## config.mk

```make
export PLATFORM = sky130hd
export DESIGN_NAME = pte_fetch_bridge_flat
export DESIGN_NICKNAME = d
export VERILOG_FILES = /design/src/rtl/pte_fetch_bridge_if.sv /design/src/rtl/pte_fetch_bridge.sv /design/src/flat_wrapper.sv
export SDC_FILE = /design/constraint.sdc
export NUM_CORES = 1
export LEC_CHECK = 0
export BUFFER_PORTS_ARGS = -buffer_cell sky130_fd_sc_hd__buf_4
export CORE_ASPECT_RATIO = 0.5
export CORE_MARGIN = 2
export CORE_UTILIZATION = 45
export CTS_CLUSTER_SIZE = 25
export DETAILED_ROUTE_END_ITERATION = 12
export GPL_ROUTABILITY_DRIVEN = 0
export PLACE_DENSITY = 0.69
export SLEW_MARGIN = 5
export SYNTH_ARGS = -nofsm -noshare
export SYNTH_HDL_FRONTEND = slang
export SYNTH_SLANG_ARGS = --single-unit
```

## constraint.sdc

```tcl
create_clock -name clk -period 5.8 [get_ports clk]
set_clock_uncertainty 0.05 [all_clocks]
set_input_delay 0.29 -clock clk [delete_from_list [all_inputs] [get_ports clk]]
set_output_delay 0.29 -clock clk [all_outputs]
set_load 0.05 [all_outputs]
```

## src/rtl/pte_fetch_bridge_if.sv

```systemverilog
// MMU fetch port and Wishbone read-bus signals of the page-table fetch bridge.
// The slave modport is the bridge's view; master is the MMU/bus environment's view.
interface pte_fetch_bridge_if;
    logic        ren;
    logic [31:0] addr;
    logic        ack;
    logic [31:0] data;
    logic        flush;
    logic        busy;
    logic        wb_cyc;
    logic        wb_stb;
    logic [29:0] wb_adr;
    logic        wb_ack;
    logic        wb_err;
    logic [31:0] wb_dat_i;

    modport slave (
        input  ren, addr, flush, wb_ack, wb_err, wb_dat_i,
        output ack, data, busy, wb_cyc, wb_stb, wb_adr
    );

    modport master (
        output ren, addr, flush, wb_ack, wb_err, wb_dat_i,
        input  ack, data, busy, wb_cyc, wb_stb, wb_adr
    );
endinterface

```

## src/rtl/pte_fetch_bridge.sv

```systemverilog
// Page-table word fetch bridge: small fully-associative buffer answering MMU fetches,
// with single classic Wishbone reads on a miss. All outputs are registered.
module pte_fetch_bridge #(
    parameter int NENT    = 4,
    parameter int TIMEOUT = 255
) (
    input logic              clk,
    input logic              rst,
    pte_fetch_bridge_if.slave bus
);
    localparam int PW = $clog2(NENT);

    typedef enum logic [1:0] {IDLE, BUS, RESP} state_t;

    state_t          state, state_n;
    logic [29:0]     tag_q  [NENT];
    logic [31:0]     word_q [NENT];
    logic [NENT-1:0] valid;
    logic [PW-1:0]   ptr;
    logic [7:0]      cnt;
    logic            flush_seen;
    logic            ack, busy, wb_cyc;
    logic [31:0]     data;
    logic [29:0]     wb_adr;
    logic [29:0]     lookup_tag;
    logic            hit, fill, abort;
    logic [31:0]     hit_word;

    assign lookup_tag = bus.addr[31:2];

    // Lowest-index match wins; wb_err beats wb_ack; a flush seen during the bus read suppresses the fill.
    always_comb begin
        state_n  = state;
        hit      = 1'b0;
        hit_word = '0;
        fill     = 1'b0;
        abort    = 1'b0;
        for (int i = 0; i < NENT; i++) begin
            if (!hit && valid[i] && tag_q[i] == lookup_tag) begin
                hit      = 1'b1;
                hit_word = word_q[i];
            end
        end
        case (state)
            IDLE: begin
                if (bus.ren) state_n = (hit && !bus.flush) ? RESP : BUS;
            end
            BUS: begin
                if (bus.wb_err || (!bus.wb_ack && cnt == 8'(TIMEOUT - 1))) begin
                    abort   = 1'b1;
                    state_n = RESP;
                end else if (bus.wb_ack) begin
                    fill    = !(bus.flush || flush_seen);
                    state_n = RESP;
                end
            end
            RESP:    state_n = IDLE;
            default: state_n = IDLE;
        endcase
    end

    always_ff @(posedge clk or negedge rst) begin
        if (!rst) state <= IDLE;
        else      state <= state_n;
    end

    // wb_adr doubles as the latched request tag used for the fill.
    always_ff @(posedge clk or negedge rst) begin
        if (!rst) begin
            ack        <= 1'b0;
            busy       <= 1'b0;
            wb_cyc     <= 1'b0;
            wb_adr     <= '0;
            data       <= '0;
            cnt        <= '0;
            flush_seen <= 1'b0;
            valid      <= '0;
            ptr        <= '0;
        end else begin
            ack        <= (state_n == RESP);
            busy       <= (state_n != IDLE);
            wb_cyc     <= (state_n == BUS);
            cnt        <= (state == BUS && state_n == BUS) ? cnt + 8'd1 : 8'd0;
            flush_seen <= (state == BUS && state_n == BUS) && (flush_seen || bus.flush);
            if (state == IDLE && state_n == BUS)
                wb_adr <= lookup_tag;
            if (state == IDLE && state_n == RESP)
                data <= hit_word;
            else if (state == BUS && state_n == RESP)
                data <= abort ? 32'h0 : bus.wb_dat_i;
            if (bus.flush) begin
                valid <= '0;
                ptr   <= '0;
            end else if (fill) begin
                valid[ptr] <= 1'b1;
                ptr        <= ptr + PW'(1);
            end
        end
    end

    always_ff @(posedge clk) begin
        if (fill) begin
            tag_q[ptr]  <= wb_adr;
            word_q[ptr] <= bus.wb_dat_i;
        end
    end

    assign bus.ack    = ack;
    assign bus.data   = data;
    assign bus.busy   = busy;
    assign bus.wb_cyc = wb_cyc;
    assign bus.wb_stb = wb_cyc;
    assign bus.wb_adr = wb_adr;
endmodule

```

## src/flat_wrapper.sv

```systemverilog
// flat-port wrapper written by rule: the top's interface ports become plain ports
module pte_fetch_bridge_flat 
#(
    parameter int NENT    = 4,
    parameter int TIMEOUT = 255
)
  (clk, rst, bus_ren, bus_addr, bus_flush, bus_wb_ack, bus_wb_err, bus_wb_dat_i, bus_ack, bus_data, bus_busy, bus_wb_cyc, bus_wb_stb, bus_wb_adr);
  pte_fetch_bridge_if bus_i ();
  input logic clk;
  input logic rst;
  input wire logic [$bits(bus_i.ren)-1:0] bus_ren;
  input wire logic [$bits(bus_i.addr)-1:0] bus_addr;
  input wire logic [$bits(bus_i.flush)-1:0] bus_flush;
  input wire logic [$bits(bus_i.wb_ack)-1:0] bus_wb_ack;
  input wire logic [$bits(bus_i.wb_err)-1:0] bus_wb_err;
  input wire logic [$bits(bus_i.wb_dat_i)-1:0] bus_wb_dat_i;
  output wire logic [$bits(bus_i.ack)-1:0] bus_ack;
  output wire logic [$bits(bus_i.data)-1:0] bus_data;
  output wire logic [$bits(bus_i.busy)-1:0] bus_busy;
  output wire logic [$bits(bus_i.wb_cyc)-1:0] bus_wb_cyc;
  output wire logic [$bits(bus_i.wb_stb)-1:0] bus_wb_stb;
  output wire logic [$bits(bus_i.wb_adr)-1:0] bus_wb_adr;
  assign bus_i.ren = bus_ren;
  assign bus_i.addr = bus_addr;
  assign bus_i.flush = bus_flush;
  assign bus_i.wb_ack = bus_wb_ack;
  assign bus_i.wb_err = bus_wb_err;
  assign bus_i.wb_dat_i = bus_wb_dat_i;
  assign bus_ack = bus_i.ack;
  assign bus_data = bus_i.data;
  assign bus_busy = bus_i.busy;
  assign bus_wb_cyc = bus_i.wb_cyc;
  assign bus_wb_stb = bus_i.wb_stb;
  assign bus_wb_adr = bus_i.wb_adr;
  pte_fetch_bridge #(.NENT(NENT), .TIMEOUT(TIMEOUT)) u_core (.clk(clk), .rst(rst), .bus(bus_i));
endmodule
```

==> key figures <==
Outcome
  • Status: finished, final reports clean

Timing
  • TNS Setup: 0 ps
  • RSZ-0062 raised after global routing: false
  • Endpoints failing hold: 0
  • FMAX: 255 MHz
  • Headroom to the max-slew limit: 0.170
  • Final WS setup: 1880 ps
  • Worst-Margin Slew: 1230 ps
  • Final Setup Violations: 0
  • Final Cycle Share: 0.676
  • Fin crit period: 3920 ps
  • Fin. max-slew vios: 0

CTS
  • Insertion delay to the later sink of the worst-skew pair: 560 ps
  • Max Buffers Root-to-Sink: 3
  • Post-CTS Resized: 0
  • Post CTS Setup Buffer Count: 0
  • CTS Root Cell: clkbuf_16
  • CTS sink count: 330
  • CTS tree: done
  • Clock-pin slew on the worst setup and hold paths: 60 ps
  • CTS HTree Levels: 1
  • CTS Buf Count: 30

Power and ir drop
  • VDD IR max: 249 uV
  • Static leakage: 5.97 nW
  • PwrDens: 367 nW/um^2
  • Comb pwr share: 0.199
  • Clock Power Share: 0.323
  • Net Sw Power: 0.00184 W
  • Power Total: 0.00622 W
  • Internal: 0.00439 W
  • Net switching fraction of the power: 0.295
  • Seq pwr share: 0.479

Place
  • Number of instances in the placed design: 1,402
  • HPWL Detailed: 20,100 um
  • Count of buffers from port buffering: 133
  • Dpl ws: 1760 ps

Drt
  • Drt total wl: 33,800 um
  • Total number of vias: 8,576
  • Avg Vias per Cell: 5.63
  • DRC viols: 0
  • DR pass1 iterations: 5
  • Number of DRC markers in iteration 0: 799
  • Antenna viol nets, final: 0
  • DR WL/cell: 22.2 um

Logic synthesis
  • EDFF count, synth: 248
  • Flops & latches, synth: 330
  • Async SR Flop Fraction: 0.248
  • Ys Warns: 0
  • Cells after Synth: 912
  • Seq/Total Area, Yosys: 0.673
  • Mapped Nets: 988
  • Yosys cell types: 49
  • Ys flop type: edfxtp_1
  • Mapped Area: 14,100 um^2
  • Avg Inst Size Synth: 15.5 um^2

Die
  • IO Pins: 136
  • Cell Rows: 45
  • Die X: 254 um
  • Die height: 129 um
  • DIE AREA: 32,900 um^2
  • Core area: 30,600 um^2
  • Starting Density: 0.461

Finish
  • Ant diodes: 0
  • # fillers: 2,381
  • Commonest cells after routing, fill and taps aside: 248 x edfxtp_1, 148 x buf_4, 121 x xnor2_1
  • Most common cell after layout, fill and taps aside: edfxtp_1
  • Post-layout nets: 1,151
  • Share of layout cells above drive strength 1: 0.253
  • Finished Layout Cells: 1,522
  • Area Growth Syn to Fin: 20.2%

Global routing
  • Largest net degree at the start of global routing: 70
  • Initial antenna violation count: 0
  • GRT Total Usage: 0.209
  • First-pass GRT wire length: 52,500 um
  • Gr ovfl total: 0
  • Vias in the first global route: 9,061

Worst setup path
  • Crit Path Class: in -> reg
  • Critical path data required time: 6160 ps
  • Startpoint types: primary input
  • Crit. End Element: register
  • WP data arrival: 4280 ps
  • Crit-path max FO: 39

Job
  • Max Cap Viol: 0

Worst hold path
  • Worst hold path class: in -> reg
## critical path, stage by stage
cell           delay, ps
dlygate4sd3_1        530
buf_4                160
xnor2_1              200
nand4_1              180
nor4_1               810
and2_2               690
buf_4                520
a211oi_4              70
buf_4                290
o2111ai_1            360
o211ai_2             140
## kinds of logic after synthesis
kind of cell / Yosys count / share of synthesized area
flops: 330 / 0.673
compound gates: 109 / 0.0811
xor+xnor: 126 / 0.0782
buf+inv: 86 / 0.0336
mux: 30 / 0.0314
simple gates: 225 / 0.0970
fa+ha+maj: 6 / 0.00532
## per-layer routing
layer	vias to the layer above	GRT usage	part of all wire
li1	3818	-	-
met1	4462	0.279	0.43
met2	244	0.361	0.50
met3	52	0.0333	0.047
met4	0	0.0554	0.019
met5	-	0	0
## state kept, by name (all words and copies together), names as in the netlist
| signal | cells |
|---|---|
| u_core.bus.ack | 1 |
| u_core.tag_q | 120 |
| u_core.bus.data | 32 |
| u_core.state | 2 |
| u_core.bus.busy | 1 |
| u_core.cnt | 8 |
| u_core.valid | 4 |
| u_core.flush_seen | 1 |
| u_core.word_q | 128 |
| u_core.bus.wb_cyc | 1 |
| u_core.bus.wb_adr | 30 |
| u_core.ptr | 2 |
## final timing paths
path	depth (start not counted)	startpoint	to	slack, ps
worst min-delay path	2	bus_addr[27]	u_core.bus.wb_adr[25]$_DFFE_PN0P_	30
worst max register to register	9	u_core.tag_q[0][15]$_DFFE_PP_	u_core.bus.data[30]$_DFFE_PN0P_	1940
worst min register to register	2	u_core.flush_seen$_DFF_PN0_	u_core.flush_seen$_DFF_PN0_	430
worst max-delay path	11	bus_addr[17]	u_core.bus.data[30]$_DFFE_PN0P_	1880
min in group asynchronous	2	rst	u_core.bus.wb_adr[27]$_DFFE_PN0P_	80
max in group asynchronous	3	rst	u_core.bus.wb_adr[9]$_DFFE_PN0P_	4340
## cell usage after synthesis (2+ instances only)
master     instances  area share
xor2_1             5      0.0031
dfrtp_1           82        0.15
buf_2             37       0.013
and3_1             5      0.0022
nor4_1             6      0.0027
a31oi_1            3      0.0013
or4_1             31       0.016
buf_4              8      0.0043
nand3_1           41       0.015
nand4b_1          29       0.018
nor2_1            21      0.0056
o2111ai_2         10       0.011
a22o_1            29       0.018
clkbuf_1          26      0.0069
nor2b_1            2     0.00089
o211ai_2          29       0.026
nor4_2             2      0.0018
nand4_1           31       0.014
edfxtp_1         248        0.53
buf_6             10      0.0080
o2111ai_1         22       0.014
a21o_1             4      0.0021
nand2_1           38       0.010
inv_1              4      0.0011
nand2b_1           3      0.0013
mux2_2             2      0.0016
and2_1             7      0.0031
a311o_1            3      0.0021
mux2_4            28       0.030
xnor2_1          121       0.075
or4_4              2      0.0016
ha_1               6      0.0053
## stage by stage
| stage | instance area [um^2] | util | hold slack [ps] |
|---|---|---|---|
| detailed placement | 15300 | 0.501 | 106 |
| finish | 17000 | 0.555 | 25.8 |
| global placement | 15300 | 0.501 | 102 |
| CTS | 16900 | 0.554 | 2.00 |
| global route | 17000 | 0.555 | 11.2 |
| floorplan | 14100 | - | -55.6 |
## what timing repair did
| action | in CTS | in global routing |
|---|---|---|
| hold buffers | 61 | 3 |
| hold endpoints to repair | 202 | 3 |
| endpoints found under the setup margin | 0 | 0 |
## power by group through the flow
stage / Combinational, W / Sequential, W / Clock [W]
4_1_cts: 0.00124 / 0.00298 / 0.00204
3_5_place_dp: 0.00121 / 0.00303 / 0
5_1_grt: 0.00129 / 0.00300 / 0.00214
2_1_floorplan: 0.000371 / 0.00344 / 0
6_report: 0.00124 / 0.00298 / 0.00201
3_3_place_gp: 0.00119 / 0.00302 / 0
## cell type report
class | count | area, um^2 | area share
multi-input cells | 496 | 4170 | 0.246
inverters | 5 | 18.8 | 0.00111
flip-flops and latches | 330 | 9500 | 0.560
well taps | 423 | 529 | 0.0312
repair buffers | 212 | 1750 | 0.103
clock buffers | 44 | 825 | 0.0486
clock inverters | 12 | 160 | 0.00945
Power figures use the tool's default switching activity.
